### config.mk
export PLATFORM = sky130hd
export DESIGN_NAME = tanh_arbiter_flat
export DESIGN_NICKNAME = d
export VERILOG_FILES = /design/src/rtl/tanh_arbiter_if.sv /design/src/rtl/tanh_arbiter.sv /design/src/flat_wrapper.sv
export SDC_FILE = /design/constraint.sdc
export NUM_CORES = 1
export LEC_CHECK = 0
export BUFFER_PORTS_ARGS = -buffer_cell sky130_fd_sc_hd__buf_2
export CORE_MARGIN = 4
export CORE_UTILIZATION = 45
export CTS_CLUSTER_SIZE = 16
export DETAILED_ROUTE_END_ITERATION = 6
export PLACE_DENSITY = 0.83
export SLEW_MARGIN = 0
export SYNTH_ARGS = -nofsm -noshare
export SYNTH_HDL_FRONTEND = slang
export SYNTH_SLANG_ARGS = --single-unit
### constraint.sdc
create_clock -name clock -period 2.9 [get_ports clock]
set_clock_uncertainty 0.1 [all_clocks]
set_input_delay 0.145 -clock clock [delete_from_list [all_inputs] [get_ports clock]]
set_output_delay 0.145 -clock clock [all_outputs]
set_load 0.03 [all_outputs]
### src/rtl/tanh_arbiter_if.sv
// Bundle between the tanh arbiter, its requesters and the shared tanh unit.
// The arbiter takes the slave view; the requester/tanh-unit side takes the master view.
interface tanh_arbiter_if #(
  parameter int W     = 18,
  parameter int N_REQ = 4,
  parameter int IDW   = 2
);
  logic [N_REQ-1:0]   req_valid;
  logic [N_REQ*W-1:0] req_operand;
  logic [N_REQ-1:0]   req_ready;
  logic [W-1:0]       tanh_operand;
  logic [W-1:0]       tanh_result;
  logic               rsp_valid;
  logic [IDW-1:0]     rsp_id;
  logic [W-1:0]       rsp_data;
  logic               busy;

  modport slave (
    input  req_valid, req_operand, tanh_result,
    output req_ready, tanh_operand, rsp_valid, rsp_id, rsp_data, busy
  );

  modport master (
    output req_valid, req_operand, tanh_result,
    input  req_ready, tanh_operand, rsp_valid, rsp_id, rsp_data, busy
  );
endinterface

### src/rtl/tanh_arbiter.sv
// Round-robin arbiter sharing one free-running TANH_LAT-phase tanh unit among N_REQ requesters.
// Accepts and result sampling happen only on the last phase, so result k and operand k+1 share an edge.
module tanh_arbiter #(
  parameter int QN       = 6,
  parameter int QM       = 11,
  parameter int N_REQ    = 4,
  parameter int TANH_LAT = 6
) (
  input  logic          clock,
  input  logic          reset,
  tanh_arbiter_if.slave arb
);
  localparam int W   = QN + QM + 1;
  localparam int IDW = $clog2(N_REQ);
  localparam int PW  = $clog2(TANH_LAT);
  localparam logic [PW-1:0] LAST_PHASE = PW'(TANH_LAT - 1);

  logic [PW-1:0]  r_phase;
  logic [IDW-1:0] r_ptr;
  logic           r_active;
  logic [W-1:0]   r_op;
  logic [IDW-1:0] r_cur_id;
  logic           r_rsp_valid;
  logic [W-1:0]   r_rsp_data;
  logic [IDW-1:0] r_rsp_id;

  logic             w_slot;
  logic             w_found;
  logic [IDW-1:0]   w_idx;
  logic [IDW-1:0]   w_gnt_id;
  logic [W-1:0]     w_gnt_op;
  logic [N_REQ-1:0] w_ready;

  assign w_slot = (r_phase == LAST_PHASE) && !reset;

  // NOTE: every variable gets a default before the loop; otherwise an unassigned path infers a latch.
  always_comb begin
    w_found  = 1'b0;
    w_idx    = '0;
    w_gnt_id = '0;
    for (int k = 0; k < N_REQ; k++) begin
      // N_REQ is a power of two, so the IDW-bit sum wraps round-robin for free.
      w_idx = r_ptr + IDW'(k);
      if (!w_found && arb.req_valid[w_idx]) begin
        w_found  = 1'b1;
        w_gnt_id = w_idx;
      end
    end
  end

  assign w_gnt_op = arb.req_operand[w_gnt_id*W +: W];
  assign w_ready  = (w_slot && w_found) ? (N_REQ'(1) << w_gnt_id) : '0;

  // NOTE: sequential state uses non-blocking assignments so every register samples pre-edge values.
  always_ff @(posedge clock) begin
    if (reset) begin
      r_phase     <= '0;
      r_ptr       <= '0;
      r_active    <= 1'b0;
      r_op        <= '0;
      r_cur_id    <= '0;
      r_rsp_valid <= 1'b0;
      r_rsp_data  <= '0;
      r_rsp_id    <= '0;
    end else begin
      r_phase     <= (r_phase == LAST_PHASE) ? '0 : r_phase + 1'b1;
      r_rsp_valid <= 1'b0;
      if (w_slot) begin
        if (r_active) begin
          r_rsp_valid <= 1'b1;
          r_rsp_data  <= arb.tanh_result;
          r_rsp_id    <= r_cur_id;
        end
        if (w_found) begin
          r_op     <= w_gnt_op;
          r_cur_id <= w_gnt_id;
          r_active <= 1'b1;
          r_ptr    <= w_gnt_id + 1'b1;
        end else begin
          r_active <= 1'b0;
        end
      end
    end
  end

  assign arb.req_ready    = w_ready;
  assign arb.tanh_operand = r_active ? r_op : '0;
  assign arb.rsp_valid    = r_rsp_valid;
  assign arb.rsp_id       = r_rsp_id;
  assign arb.rsp_data     = r_rsp_data;
  assign arb.busy         = r_active;
endmodule
### src/flat_wrapper.sv
// flat-port wrapper written by rule: the top's interface ports become plain ports
module tanh_arbiter_flat 
#(
  parameter int QN       = 6,
  parameter int QM       = 11,
  parameter int N_REQ    = 4,
  parameter int TANH_LAT = 6
)
  (clock, reset, arb_req_valid, arb_req_operand, arb_tanh_result, arb_req_ready, arb_tanh_operand, arb_rsp_valid, arb_rsp_id, arb_rsp_data, arb_busy);
  tanh_arbiter_if #(.N_REQ(N_REQ)) arb_i ();
  input  logic clock;
  input  logic reset;
  input wire logic [$bits(arb_i.req_valid)-1:0] arb_req_valid;
  input wire logic [$bits(arb_i.req_operand)-1:0] arb_req_operand;
  input wire logic [$bits(arb_i.tanh_result)-1:0] arb_tanh_result;
  output wire logic [$bits(arb_i.req_ready)-1:0] arb_req_ready;
  output wire logic [$bits(arb_i.tanh_operand)-1:0] arb_tanh_operand;
  output wire logic [$bits(arb_i.rsp_valid)-1:0] arb_rsp_valid;
  output wire logic [$bits(arb_i.rsp_id)-1:0] arb_rsp_id;
  output wire logic [$bits(arb_i.rsp_data)-1:0] arb_rsp_data;
  output wire logic [$bits(arb_i.busy)-1:0] arb_busy;
  assign arb_i.req_valid = arb_req_valid;
  assign arb_i.req_operand = arb_req_operand;
  assign arb_i.tanh_result = arb_tanh_result;
  assign arb_req_ready = arb_i.req_ready;
  assign arb_tanh_operand = arb_i.tanh_operand;
  assign arb_rsp_valid = arb_i.rsp_valid;
  assign arb_rsp_id = arb_i.rsp_id;
  assign arb_rsp_data = arb_i.rsp_data;
  assign arb_busy = arb_i.busy;
  tanh_arbiter #(.QN(QN), .QM(QM), .N_REQ(N_REQ), .TANH_LAT(TANH_LAT)) u_core (.clock(clock), .reset(reset), .arb(arb_i));
endmodule
==> impl_results.md <==
* Status: finished, final reports clean
* Fillers at 461
* Largest net degree at the start of global routing at 42
* Clock-pin slew on the worst setup and hold paths at 80 ps
* Die footprint at approximately 6900 µm²
* Layout Cells excl Fill at around 530
* Max VDD drop at approximately 0.00020 V
* Leak Pwr at between 1.5 and 2 nW
* Setup TNS at 0 ps
* Period minus WS final at ~2500 ps
* Antenna-violating nets left at 0
* Synth cell types at 35
* Yosys reg bits at 47
* Cell accounting for the most synthesized area: dfxtp_1
* Hold slack at 49.95 ps
* Share of cells above drive strength 1 at 0.3538
* Die span in x at between 80 and 90 µm
* Final setup violation count at 0
* Core ar. at about 5500 µm²
* Hold-critical path depth at 3
* H-Tree Depth at 2
* Synth warn at 0
* Routability cong. at about 0.8
* Area of the multi-input gates at ~1500 µm²
* CTS buffer count at 5
* Drt wl/cell at around 14 µm
* CP max FO at 21
* Class of the worst hold path: in -> reg
* Initial DRC count at 83
* Clock root buffer: clkbuf_8
* Max_cap viols at 0
* Synth top area cells: dfxtp_1, o21ai_0, nand2_1, mux2i_1, nand2b_1
* Kind of critical path: reg -> out
* Total gr overflow at 0
* Area of placed instances at approximately 3200 µm²
* Initial antenna violation count at 0
* First-pass GRT wire length at about 13000 µm
* Fmax at ~400 MHz
* Mapped Nets at 407
* Drt drc at 0
* Via count at around 2800
* Post-route cell area at about 3500 µm²
* FP Rows at 27
* CTS tree: built
* Clock sink count at between 40 and 50
* CP startpoint kind: flop
* Number of port buffers at 139
* Drt via density at roughly 5.3
* Gr usage total at 0.2161
* Avg Inst Size Synth at 8.196 µm²
* Slew @ Worst Pin at about 850 ps
* Element type at the critical path end: output pin
* Syn Inst Count at a little over 300
* Pwr/cell area at 356.6 nW/µm²
* # nets final at around 550
* Final hold vios at 0
* RSZ-0062 raised after global routing: false
* Critical path data required time at about 2700 ps
* Worst path arrival time at 2280 ps
* Initial Utilization at 0.4627
* Placed Instances at approximately 500
* Diode count at 0
* Area delta synth->final at 38.34%
* Mapped Area at about 2500 µm²
* DR pass1 iterations at 4
* Worst-skew pair later-pin latency at just under 300 ps
* Max clock buf depth at 2
* Fin crit share at 0.8698
* Post-synth top area share at 0.3715
* Register-to-Register Path Depth at 5
* Seq/Total Area, Yosys at 0.3715
* IO Count at 140
* Via count of the first global-routing pass at approximately 2800
* Register area at around 940 µm²
* Routed wire length at between 7000 and 8000 µm
* Height of the die at between 80 and 90 µm
* Rel. slew slack at 0.4276
* Max-slew violations at 0
* DP Wirelength at roughly 5300 µm
* Final Total Pwr at ~0.0012 W
==> metal layers <==
| metal | up-vias | part of all wire | track usage |
|---|---|---|---|
| met5 | - | 0 | 0 |
| met4 | 0 | 0.014 | 0.05944 |
| met3 | 12 | 0.098 | 0.05754 |
| met2 | 168 | 0.48 | 0.3790 |
| met1 | 1229 | 0.40 | 0.2590 |
| li1 | 1367 | - | - |
==> placed cells by master, fill, tap and decap left out, types with 2 or more instances in the layout <==
master	n
a211o_1	15
a211oi_1	3
a21oi_1	7
a221o_1	3
and2_1	22
buf_2	139
buf_4	5
clkbuf_8	5
dfxtp_1	47
dlygate4sd3_1	18
ha_1	2
inv_1	5
mux2_2	3
mux2i_1	16
nand2_1	43
nand2b_1	23
nand3_1	18
nor2_1	9
nor3_1	2
o211ai_1	15
o21ai_0	39
==> critical path, stage by stage (launching register included) <==
cell and delay [ps]:
dfxtp_1 410, mux2i_1 150, o2bb2ai_2 710, o21ai_0 360, nor2_1 150, buf_2 210
==> layout make-up <==
cell class | count | area share
multi-input cells | 233 | 0.4154
flip-flops and latches | 47 | 0.2686
repair buffers | 162 | 0.2607
well taps | 72 | 0.02571
clock buffers | 6 | 0.02071
inverters | 5 | 0.005357
clock inverters | 2 | 0.003571
==> worst paths after layout <==
check | startpoint | end | slack (ps)
worst max register to register | u_core.r_ptr[1] | u_core.r_op[1] | 560
worst min register to register | u_core.r_cur_id[0] | u_core.r_cur_id[0] | 350
worst max-delay path | u_core.r_ptr[1] | arb_req_ready[0] | 380
worst min-delay path | arb_req_operand[51] | u_core.r_op[15] | 50
==> power by group <==
group	leakage [nW]	switching, W	total (W)	internal (W)
clock	0.0412	0.000210	0.000379	0.000169
sequential	0.379	0.00000660	0.000659	0.000652
combinational	1.16	0.000103	0.000212	0.000109
total	1.58	0.000320	0.00125	0.000929
==> synthesized netlist by cell type (all sizes together) <==
| library cell | instances |
|---|---|
| a211o | 15 |
| a211oi | 3 |
| a21o | 1 |
| a21oi | 8 |
| a221o | 3 |
| a2bb2oi | 1 |
| and2 | 22 |
| and3b | 1 |
| buf | 10 |
| clkbuf | 14 |
| dfxtp | 47 |
| ha | 2 |
| inv | 5 |
| mux2 | 3 |
| mux2i | 16 |
| nand2 | 43 |
| nand2b | 23 |
| nand3 | 19 |
| nor2 | 11 |
| nor2b | 1 |
| nor3 | 2 |
| o211ai | 15 |
| o21ai | 39 |
| o21bai | 1 |
| o221ai | 1 |
| o2bb2ai | 1 |
| or4 | 1 |
| xnor2 | 1 |
==> registers in the layout (all words and copies together) (netlist names) <==
| name | cells |
|---|---|
| u_core.arb.busy | 1 |
| u_core.arb.rsp_data | 18 |
| u_core.arb.rsp_id | 2 |
| u_core.arb.rsp_valid | 1 |
| u_core.r_cur_id | 2 |
| u_core.r_op | 18 |
| u_core.r_phase | 3 |
| u_core.r_ptr | 2 |
==> metrics by stage <==
step	worst slack, ps	util
final	377.6	0.6401
after global routing	218.8	0.6401
after CTS	385.1	0.6401
after detailed placement	611.1	0.5917
after global placement	692.5	0.5917
after floorplan	908.0	-
==> cell families (layout without fill, tap and decap cells) <==
family,count (synthesis),after routing,share of synthesized area
buffers and inverters,29,175,0.05385
AO/OA/AOI/OAI,88,88,0.2327
flip-flops,47,47,0.3715
AND/OR/NAND/NOR,123,123,0.2520
adder cells (fa/ha/maj),2,2,0.009880
multiplexers,19,19,0.07658
XOR/XNOR,1,1,0.003459
==> timing repair <==
action	CTS	global route
hold buffers	18	0
setup buffers	0	0
hold endpoints to repair	18	0
gates resized for setup	0	0
Power figures use the tool's default switching activity.
